File: src/rtl/pimp_pkg.sv
// Shared PIMP core definitions: fetch sequencer states and the default widths
// used by the fetch sequencer, instruction ROM and control decoder.
package pimp_pkg;

   localparam int unsigned PIMP_PC_W  = 8;
   localparam int unsigned PIMP_OFF_W = 6;
   localparam int unsigned PIMP_CNT_W = 16;

   typedef enum logic [1:0] {
      IDLE   = 2'd0,
      LOAD   = 2'd1,
      RUN    = 2'd2,
      HALTED = 2'd3
   } fetch_state_t;

endpackage

File: src/rtl/pimp_fetch_seq_if.sv
// Control/fetch bundle between the PIMP control decoder (master) and the
// fetch sequencer (slave).
interface pimp_fetch_seq_if #(
   parameter int unsigned PC_W  = pimp_pkg::PIMP_PC_W,
   parameter int unsigned OFF_W = pimp_pkg::PIMP_OFF_W,
   parameter int unsigned CNT_W = pimp_pkg::PIMP_CNT_W
);

   logic             Start;
   logic [PC_W-1:0]  Start_Addr;
   logic             Branch;
   logic             Zero;
   logic [OFF_W-1:0] Offset;
   logic             Halt;
   logic             Stall;
   logic [PC_W-1:0]  PC;
   logic             Running;
   logic             Done;
   logic             Timeout;
   logic [CNT_W-1:0] InstrCount;

   modport master (
      output Start, Start_Addr, Branch, Zero, Offset, Halt, Stall,
      input  PC, Running, Done, Timeout, InstrCount
   );

   modport slave (
      input  Start, Start_Addr, Branch, Zero, Offset, Halt, Stall,
      output PC, Running, Done, Timeout, InstrCount
   );

endinterface

File: src/rtl/pimp_sat_counter.sv
// Saturating up-counter with synchronous clear; clear has priority over
// increment and the count sticks at all-ones.
module pimp_sat_counter #(
   parameter int unsigned W = 16
) (
   input  logic         clk,
   input  logic         rst_n,
   input  logic         clr,
   input  logic         inc,
   output logic [W-1:0] cnt
);

   localparam logic [W-1:0] CNT_MAX = {W{1'b1}};

   logic [W-1:0] cnt_q;
   logic [W-1:0] cnt_d;

   always_comb begin
      cnt_d = cnt_q;
      if (clr) begin
         cnt_d = '0;
      end else if (inc && (cnt_q != CNT_MAX)) begin
         cnt_d = cnt_q + W'(1);
      end
   end

   always_ff @(posedge clk or negedge rst_n) begin
      if (!rst_n) begin
         cnt_q <= '0;
      end else begin
         cnt_q <= cnt_d;
      end
   end

   assign cnt = cnt_q;

endmodule

File: src/rtl/pimp_fetch_seq.sv
// PIMP fetch sequencer: PC, start/halt sequencing, relative branches and the
// retired-instruction counter. Optional RUN watchdog: PIMP_FETCH_WATCHDOG_EN.
module pimp_fetch_seq
   import pimp_pkg::*;
#(
   parameter int unsigned PC_W       = PIMP_PC_W,
   parameter int unsigned OFF_W      = PIMP_OFF_W,
   parameter int unsigned CNT_W      = PIMP_CNT_W,
   parameter int unsigned WDOG_LIMIT = 4096
) (
   input  logic                CLK,
   input  logic                RST_N,
   pimp_fetch_seq_if.slave     bus
);

   fetch_state_t     state_q, state_d;
   logic [PC_W-1:0]  pc_q, pc_d;
   logic             running_q, running_d;
   logic             done_q, done_d;
   logic [PC_W-1:0]  pc_inc_c;
   logic [PC_W-1:0]  pc_br_c;
   logic             halt_now_c;
   logic             wdog_fire_c;
   logic             cnt_clr_c;
   logic             cnt_inc_c;
   logic [CNT_W-1:0] instr_cnt;

   // A zero limit can never be reached by a counter that starts at zero.
   if (WDOG_LIMIT == 0) begin : g_bad_wdog_limit
      $error("pimp_fetch_seq: WDOG_LIMIT must be at least 1");
   end

   // Next-PC candidates; offset is sign-extended and all PC math wraps.
   assign pc_inc_c   = pc_q + PC_W'(1);
   assign pc_br_c    = pc_q + PC_W'($signed(bus.Offset));
   assign halt_now_c = (state_q == RUN) && !bus.Stall && bus.Halt;

`ifdef PIMP_FETCH_WATCHDOG_EN
   localparam logic [CNT_W-1:0] WDOG_LAST = CNT_W'(WDOG_LIMIT - 1);

   logic             wdog_inc_c;
   logic [CNT_W-1:0] wdog_cnt;
   logic             timeout_q, timeout_d;

   // Counts every RUN cycle, stalled or not; fires on the LIMIT-th one.
   assign wdog_inc_c  = (state_q == RUN) && !bus.Start;
   assign wdog_fire_c = wdog_inc_c && (wdog_cnt == WDOG_LAST);

   pimp_sat_counter #(.W(CNT_W)) u_wdog_cnt (
      .clk   (CLK),
      .rst_n (RST_N),
      .clr   (cnt_clr_c),
      .inc   (wdog_inc_c),
      .cnt   (wdog_cnt)
   );

   // Sticky until the next Start; a simultaneous halt suppresses it.
   always_comb begin
      timeout_d = timeout_q;
      if (bus.Start) begin
         timeout_d = 1'b0;
      end else if (wdog_fire_c && !halt_now_c) begin
         timeout_d = 1'b1;
      end
   end

   always_ff @(posedge CLK or negedge RST_N) begin
      if (!RST_N) begin
         timeout_q <= 1'b0;
      end else begin
         timeout_q <= timeout_d;
      end
   end

   assign bus.Timeout = timeout_q;
`else
   assign wdog_fire_c = 1'b0;
   assign bus.Timeout = 1'b0;
`endif

   // Start overrides everything; inside RUN, halt beats the watchdog.
   always_comb begin
      state_d   = state_q;
      pc_d      = pc_q;
      cnt_clr_c = 1'b0;
      cnt_inc_c = 1'b0;

      if (bus.Start) begin
         state_d   = LOAD;
         pc_d      = bus.Start_Addr;
         cnt_clr_c = 1'b1;
      end else begin
         unique case (state_q)
            IDLE: begin
               state_d = IDLE;
            end
            LOAD: begin
               state_d   = RUN;
               pc_d      = bus.Start_Addr;
               cnt_clr_c = 1'b1;
            end
            RUN: begin
               if (halt_now_c) begin
                  state_d   = HALTED;
                  cnt_inc_c = 1'b1;
               end else if (wdog_fire_c) begin
                  state_d = HALTED;
               end else if (!bus.Stall) begin
                  cnt_inc_c = 1'b1;
                  pc_d      = (bus.Branch && bus.Zero) ? pc_br_c : pc_inc_c;
               end
            end
            HALTED: begin
               state_d = HALTED;
            end
            default: begin
               state_d = IDLE;
            end
         endcase
      end

      running_d = (state_d == RUN);
      done_d    = (state_d == HALTED);
   end

   always_ff @(posedge CLK or negedge RST_N) begin
      if (!RST_N) begin
         state_q   <= IDLE;
         pc_q      <= '0;
         running_q <= 1'b0;
         done_q    <= 1'b0;
      end else begin
         state_q   <= state_d;
         pc_q      <= pc_d;
         running_q <= running_d;
         done_q    <= done_d;
      end
   end

   pimp_sat_counter #(.W(CNT_W)) u_instr_cnt (
      .clk   (CLK),
      .rst_n (RST_N),
      .clr   (cnt_clr_c),
      .inc   (cnt_inc_c),
      .cnt   (instr_cnt)
   );

   assign bus.PC         = pc_q;
   assign bus.Running    = running_q;
   assign bus.Done       = done_q;
   assign bus.InstrCount = instr_cnt;

endmodule
File: src/flat_wrapper.sv
// flat-port wrapper written by rule: the top's interface ports become plain ports
module pimp_fetch_seq_flat import pimp_pkg::*;
#(
   parameter int unsigned PC_W       = PIMP_PC_W,
   parameter int unsigned OFF_W      = PIMP_OFF_W,
   parameter int unsigned CNT_W      = PIMP_CNT_W,
   parameter int unsigned WDOG_LIMIT = 4096
)
  (CLK, RST_N, bus_Start, bus_Start_Addr, bus_Branch, bus_Zero, bus_Offset, bus_Halt, bus_Stall, bus_PC, bus_Running, bus_Done, bus_Timeout, bus_InstrCount);
  pimp_fetch_seq_if #(.PC_W(PC_W), .OFF_W(OFF_W), .CNT_W(CNT_W)) bus_i ();
  input  logic CLK;
  input  logic RST_N;
  input wire logic [$bits(bus_i.Start)-1:0] bus_Start;
  input wire logic [$bits(bus_i.Start_Addr)-1:0] bus_Start_Addr;
  input wire logic [$bits(bus_i.Branch)-1:0] bus_Branch;
  input wire logic [$bits(bus_i.Zero)-1:0] bus_Zero;
  input wire logic [$bits(bus_i.Offset)-1:0] bus_Offset;
  input wire logic [$bits(bus_i.Halt)-1:0] bus_Halt;
  input wire logic [$bits(bus_i.Stall)-1:0] bus_Stall;
  output wire logic [$bits(bus_i.PC)-1:0] bus_PC;
  output wire logic [$bits(bus_i.Running)-1:0] bus_Running;
  output wire logic [$bits(bus_i.Done)-1:0] bus_Done;
  output wire logic [$bits(bus_i.Timeout)-1:0] bus_Timeout;
  output wire logic [$bits(bus_i.InstrCount)-1:0] bus_InstrCount;
  assign bus_i.Start = bus_Start;
  assign bus_i.Start_Addr = bus_Start_Addr;
  assign bus_i.Branch = bus_Branch;
  assign bus_i.Zero = bus_Zero;
  assign bus_i.Offset = bus_Offset;
  assign bus_i.Halt = bus_Halt;
  assign bus_i.Stall = bus_Stall;
  assign bus_PC = bus_i.PC;
  assign bus_Running = bus_i.Running;
  assign bus_Done = bus_i.Done;
  assign bus_Timeout = bus_i.Timeout;
  assign bus_InstrCount = bus_i.InstrCount;
  pimp_fetch_seq #(.PC_W(PC_W), .OFF_W(OFF_W), .CNT_W(CNT_W), .WDOG_LIMIT(WDOG_LIMIT)) u_core (.CLK(CLK), .RST_N(RST_N), .bus(bus_i));
endmodule
File: config.mk
export PLATFORM = sky130hd
export DESIGN_NAME = pimp_fetch_seq_flat
export DESIGN_NICKNAME = d
export VERILOG_FILES = /design/src/rtl/pimp_pkg.sv /design/src/rtl/pimp_fetch_seq_if.sv /design/src/rtl/pimp_sat_counter.sv /design/src/rtl/pimp_fetch_seq.sv /design/src/flat_wrapper.sv
export SDC_FILE = /design/constraint.sdc
export NUM_CORES = 1
export LEC_CHECK = 0
export BUFFER_PORTS_ARGS = -buffer_cell sky130_fd_sc_hd__buf_2
export CORE_MARGIN = 3
export CORE_UTILIZATION = 56
export DETAILED_ROUTE_END_ITERATION = 8
export PLACE_DENSITY = 0.91
export SYNTH_ARGS = -nofsm -noshare
export SYNTH_HDL_FRONTEND = slang
export SYNTH_SLANG_ARGS = --single-unit
File: constraint.sdc
create_clock -name CLK -period 6 [get_ports CLK]
set_input_delay 1.5 -clock CLK [delete_from_list [all_inputs] [get_ports CLK]]
set_output_delay 1.5 -clock CLK [all_outputs]
set_load 0.005 [all_outputs]
# [Word-level counts from Yosys, hierarchy flattened]
# Index checks and enable logic that the tools add are counted.
[word_totals] regBits=28 latchBits=0 ram_bits=0 romBits=0 inputBits=21 out_inout_bits=27 elab_cells=41 n_memories=0
[classes] addsub=3 n_mul=0 div_mod_pow=0 magnitude_cmp=0 eq_ne=8 n_shift=0 muxes=16 bitwise=0 reduce_logical=9
[op_table] operator="$mux W16" n=2
[op_table] operator="$mux W8" n=4
[op_table] operator="$add A16 B1 Y16 const B" n=1
[op_table] operator="$ne A16 B16 Y1 const B" n=1
[op_table] operator="$pmux W8 S2" n=1
[op_table] operator="$add A8 B1 Y8 const B" n=1
[op_table] operator="$add A8 B8 Y8" n=1
[op_table] operator="$eq A2 B2 Y1 const B" n=4
[op_table] operator="$pmux W2 S4" n=1
[op_table] operator="$mux W1" n=6
[op_table] operator="$ne A3 B3 Y1 const B" n=2
[op_table] operator="$logic_and A1 B1 Y1" n=4
[op_table] operator="$mux W2" n=2
[op_table] operator="$reduce_and A3 Y1" n=1
[op_table] operator="$reduce_bool A3 Y1" n=1
[op_table] operator="$eq A2 B1 Y1 const B" n=1
[op_table] operator="$logic_not A2 Y1" n=1
[op_table] operator="$reduce_bool A2 Y1" n=1
[op_table] operator="$logic_not A1 Y1" n=1

# [Logic depth before layout (Yosys ltp)]
[logic_depth] ltp_word=9 depth_mapped=9 depth_no_buf=9

# [By module]
# A second synthesis with hierarchy kept.
[unflattened] cells_unflattened=205 area_unflattened_um2=1859.3
[by_module_without_submodules] mod="pimp_sat_counter" n_inst=1 cells_each=98 area_per_inst_um2=942.2 seq_area_each_um2=400.4
[by_module_without_submodules] mod="pimp_fetch_seq" n_inst=1 cells_each=107 area_per_inst_um2=917.1 seq_area_each_um2=300.3

# [Worst setup path before layout]
# OpenSTA, ideal clock, no wires.
[synth_path] path_type="in2reg" start="input port bus_Offset[2]" end="register u_core.pc_q[6], in the netlist u_core.bus.PC[6]" setup_ns=0.065 arrival_time_ns=3.376 required_ns=5.935 path_slack_ns=2.558 cell_stages=7 n_path_buf=0 path_cell_list="and3_1 -> ha_1 -> nor2b_1 -> o31a_1 -> or4_1 -> a2111oi_0 -> a2111o_1"
[synth_via] elab_chain_len=6
[synth_rtl] element="start, declared" line="flat_wrapper.sv:17" rtl="input wire logic [$bits(bus_i.Offset)-1:0] bus_Offset;"
[synth_rtl] element="$add A8 B8 Y8" line="pimp_fetch_seq.sv:35" rtl="assign pc_br_c = pc_q + PC_W'($signed(bus.Offset));"
[synth_rtl] element="$mux W8" line="pimp_fetch_seq.sv:110" rtl="pc_d = (bus.Branch && bus.Zero) ? pc_br_c : pc_inc_c;"
[synth_rtl] element="$mux W8" line="pimp_fetch_seq.sv:108" rtl="end else if (!bus.Stall) begin"
[synth_rtl] element="$mux W8" line="pimp_fetch_seq.sv:103" rtl="if (halt_now_c) begin"
[synth_rtl] element="$pmux W8 S2" line="pimp_fetch_seq.sv:93" rtl="unique case (state_q)"
[synth_rtl] element="$mux W8" line="pimp_fetch_seq.sv:88" rtl="if (bus.Start) begin"
[synth_rtl] element="end signal, assigned" line="pimp_fetch_seq.sv:134" rtl="pc_q <= pc_d;"
[synth_rtl] element="end, declared" line="pimp_fetch_seq.sv:17" rtl="logic [PC_W-1:0] pc_q, pc_d;"
# No other way between the ends. The select of a mux whose other input is x is not followed.
# A chain may end at the register's enable or synchronous reset.

# [Final worst setup path]
[layout_path] start="input port bus_Branch" end="register u_core.pc_q[6], in the netlist u_core.bus.PC[6]"
[layout_via] elab_chain_len=6
[layout_rtl] element="start, declared" line="flat_wrapper.sv:15" rtl="input wire logic [$bits(bus_i.Branch)-1:0] bus_Branch;"
[layout_rtl] element="$logic_and A1 B1 Y1" line="pimp_fetch_seq.sv:110"
[layout_rtl] element="$mux W8" line="pimp_fetch_seq.sv:110"
[layout_rtl] element="$mux W8" line="pimp_fetch_seq.sv:108"
[layout_rtl] element="$mux W8" line="pimp_fetch_seq.sv:103"
[layout_rtl] element="$pmux W8 S2" line="pimp_fetch_seq.sv:93"
[layout_rtl] element="$mux W8" line="pimp_fetch_seq.sv:88"
# No other way between the ends. The select of a mux whose other input is x is not followed.

==> metrics.md <==
| Metric | Value |
|---|---|
| Status | `finished, final reports clean` |
| H-tree depth | `1` |
| Worst reg2reg path startpoint | `u_core.bus.PC[0]$_DFFE_PN0P_` |
| Antenna diodes | `0` |
| Slowest cell on the critical path | `or4_1` |
| Post-CTS Resized | `0` |
| Post-synth top area share | `0.4043` |
| Initial antenna violation count | `0` |
| Hold Path Class | `reg -> reg` |
| Longest Clk Path Bufs | `2` |
| Num CTS Buffers | `3` |
| Die Span Y | `61.63 µm` |
| Pre-antenna DRT Iters | `5` |
| LEAKAGE | `0.9511 nW` |
| Final WL | `3752 µm` |
| Pin count of the biggest net entering global routing | `29` |
| Tightest Pin Transition | `725.0 ps` |
| Overall die area | `3798 µm²` |
| Die width | `between 60 and 70 µm` |
| Worst slack, placed | `2305 ps` |
| Fmax | `292.6 MHz` |
| Slowest stage delay, CP | `510 ps` |
| Hold Crit Depth | `2` |
| Top delay family on crit path | `compound AO/OA/AOI/OAI gates` |
| Via-to-Cell Ratio | `5.851` |
| Pwr Density | `roughly 200 nW/µm²` |
| Req. time, crit path | `roughly 6300 ps` |
| DP Wirelength | `2757 µm` |
| Reg2reg end | `u_core.bus.PC[6]$_DFFE_PN0P_` |
| Placer's final routability congestion estimate | `0.8491` |
| Period utilization | `0.5697` |
| Startpoint Class | `primary input` |
| Worst-Skew Late Latency | `340 ps` |
| R2R Setup Slk | `3550 ps` |
| Gr usage total | `0.2151` |
| CTS clk-pin slew, worst paths | `150 ps` |
| Global-route wire length before repair | `6189 µm` |
| Share of cells above drive strength 1 | `0.2437` |
| Slew Limit Fails | `0` |
| Netlist cell types | `42` |
| Synth area leader | `dfrtp_1` |
| 1st-iter DRT viols | `49` |
| Top post-synthesis cells by area | `dfrtp_1 (40%), nor2_1 (6.3%), xnor2_1 (5.1%)` |
| Placed insts | `265` |
| Syn. warnings | `0` |
| Setup TNS Final | `0 ps` |
| Critical setup path kind | `in -> reg` |
| Critical Path Fanout Max | `6` |
| Crit. End Element | `register` |
| Final setup vio count | `0` |
| Buffers on Ports | `46` |
| Num Clock Sinks | `28` |
| Arrival time worst endpoint | `~3700 ps` |
| TritonCTS clock tree | `done` |
| Tot Pwr | `roughly 410 µW` |
| Hold Slack | `between 500 and 600 ps` |
| CP cell instances | `buf_2 -> and3_1 -> ha_1 -> nor2b_1 -> o31a_1 -> or4_1 -> a2111oi_0 -> a2111o_1` |
| # rows | `19` |
| Setup ws final | `2582 ps` |
| Final min period | `3418 ps` |
| #FFs+latches synth | `28` |
| Syn Std Cell Area | `about 1700 µm²` |
| Cell count after synthesis | `just under 200` |
| # fillers | `245` |
| Vias in the first global route | `between 1,000 and 1,500` |
| Layout area overhead | `17.26%` |
| RSZ-0062 raised after global routing | `false` |
| Final net count | `267` |
| Buf/Inv on CP | `1` |
| Maxcap violations | `0` |
| Non-filler cells, final | `between 200 and 300` |
| Rel. slew slack | `0.5149` |
| Wire per inst | `13.95 µm` |
| IO Pins | `48` |
| Global route overflow | `0` |
| Seq/Total Area, Yosys | `0.4043` |
| Initial core utilization | `0.6075` |
| Endpoints failing hold | `0` |
| CTS root buffer | `clkbuf_4` |
| Clock skew | `1.981 ps` |
| Final ANT Viol Nets | `0` |
| Vias | `1,574` |
| Hold path start | `u_core.bus.PC[4]$_DFFE_PN0P_` |
| CTS Hold Bufs | `0` |
| Core ar. | `2853 µm²` |
| WHS Endpoint | `u_core.bus.PC[4]$_DFFE_PN0P_` |
| Drt drc | `0` |
| Syn avg cell area | `8.933 µm²` |
| Syn Nets | `222` |
| Worst reg2reg path depth | `8` |
| Post-CTS Repair Setup Buffers | `0` |
| VDD IR-drop max | `about 130 µV` |
worst max-delay path by stage:
stage                                         endpoint     startpoint  cells past startpoint
after floorplan           u_core.bus.PC[6]$_DFFE_PN0P_  bus_Offset[2]                      7
after global placement    u_core.bus.PC[6]$_DFFE_PN0P_     bus_Branch                      8
after detailed placement  u_core.bus.PC[6]$_DFFE_PN0P_     bus_Branch                      8
after CTS                 u_core.bus.PC[6]$_DFFE_PN0P_     bus_Branch                      8
after global routing      u_core.bus.PC[6]$_DFFE_PN0P_     bus_Branch                      8
final                     u_core.bus.PC[6]$_DFFE_PN0P_     bus_Branch                      8
layout by cell type (no fill, tap or decap), types with 2 or more instances in the layout:
cell type,instances
or2_2,2
nand2b_1,4
and3_1,7
nand3_1,9
xor2_1,4
clkbuf_4,3
nand4b_1,3
a211oi_1,5
nand2_1,15
o211ai_1,2
ha_1,6
a21o_1,3
a2111oi_0,2
buf_2,46
a21oi_1,12
a211oi_2,2
nor2b_1,5
nor2_1,29
dfrtp_1,28
a31oi_1,3
nand3b_1,2
nand4_1,6
nor3_1,5
inv_1,4
xnor2_1,10
o21ai_0,3
sequential cells by signal, indices dropped and copies added, names as in the netlist:
name,flops
u_core.bus.Done,1
u_core.bus.PC,8
u_core.bus.Running,1
u_core.state_q,2
u_core.u_instr_cnt.cnt,16
stage by stage:
step / instance area, µm² / util
CTS: 2032 / 0.7123
global placement: 1979 / 0.6939
detailed placement: 1979 / 0.6939
global route: 2032 / 0.7123
floorplan: 1733 / -
finish: 2032 / 0.7123
tightest hold or removal path: cells and delay by family (launching register included):
kind	cells	cell delay (ps)
AOI/OAI and AO/OA	1	70
DFF	1	400
and+or+nand+nor	1	50
logic make-up after synthesis:
group / after synthesis / share of synthesized area
compound gates: 37 / 0.1509
xor+xnor: 14 / 0.07075
fa+ha+maj: 7 / 0.05487
buf+inv: 11 / 0.02599
flops: 28 / 0.4043
mux: 1 / 0.005776
other cells: 1 / 0.002164
simple gates: 95 / 0.2852
cells in the mapped netlist:
library cell,count
nand2b_1,4
o21bai_1,1
a31oi_1,3
a2111oi_0,2
dfrtp_1,28
o211ai_1,2
o21a_1,1
clkbuf_1,6
a2111o_1,1
fa_1,1
a211oi_1,5
a2111oi_2,1
xnor2_1,10
nand4_1,6
a21oi_1,12
buf_4,1
nand2_1,15
or3_1,1
or2_2,2
a211oi_2,2
nor3_1,5
mux2i_1,1
nand3b_1,2
o31a_1,1
and2_1,1
nor2_1,29
o21ai_0,3
nor2b_1,5
or4_1,1
conb_1,1
nand4b_1,3
a21o_1,3
or3b_4,1
xor2_1,4
and3_1,7
inv_1,4
and4_1,1
and2b_1,1
ha_1,6
nor4b_1,1
or4_4,1
nand3_1,9
per-layer routing:
layer | share of wire | GRT usage | vias up
met5 | 0 | 0 | -
met4 | 0.012 | 0.08485 | 0
met1 | 0.45 | 0.2974 | 740
met2 | 0.49 | 0.3408 | 48
met3 | 0.049 | 0.02935 | 6
li1 | - | - | 780
area by class of cell:
type | instances | area, µm² | share of cell area
Clock buffer | 3 | 22.52 | 0.01108
Clock inverter | 1 | 30.03 | 0.01478
Inverter | 4 | 15.01 | 0.007389
Multi-Input combinational cell | 155 | 987.2 | 0.4858
Sequential cell | 28 | 700.7 | 0.3448
Tap cell | 31 | 38.79 | 0.01909
Timing Repair Buffer | 47 | 237.7 | 0.1170
power breakdown:
group,total [mW],internal (mW),switching (mW)
clock,0.127,0.0677,0.0593
sequential,0.209,0.198,0.0104
combinational,0.0743,0.0336,0.0407
total,0.410,0.300,0.110
(Power assumes the default switching activity.)
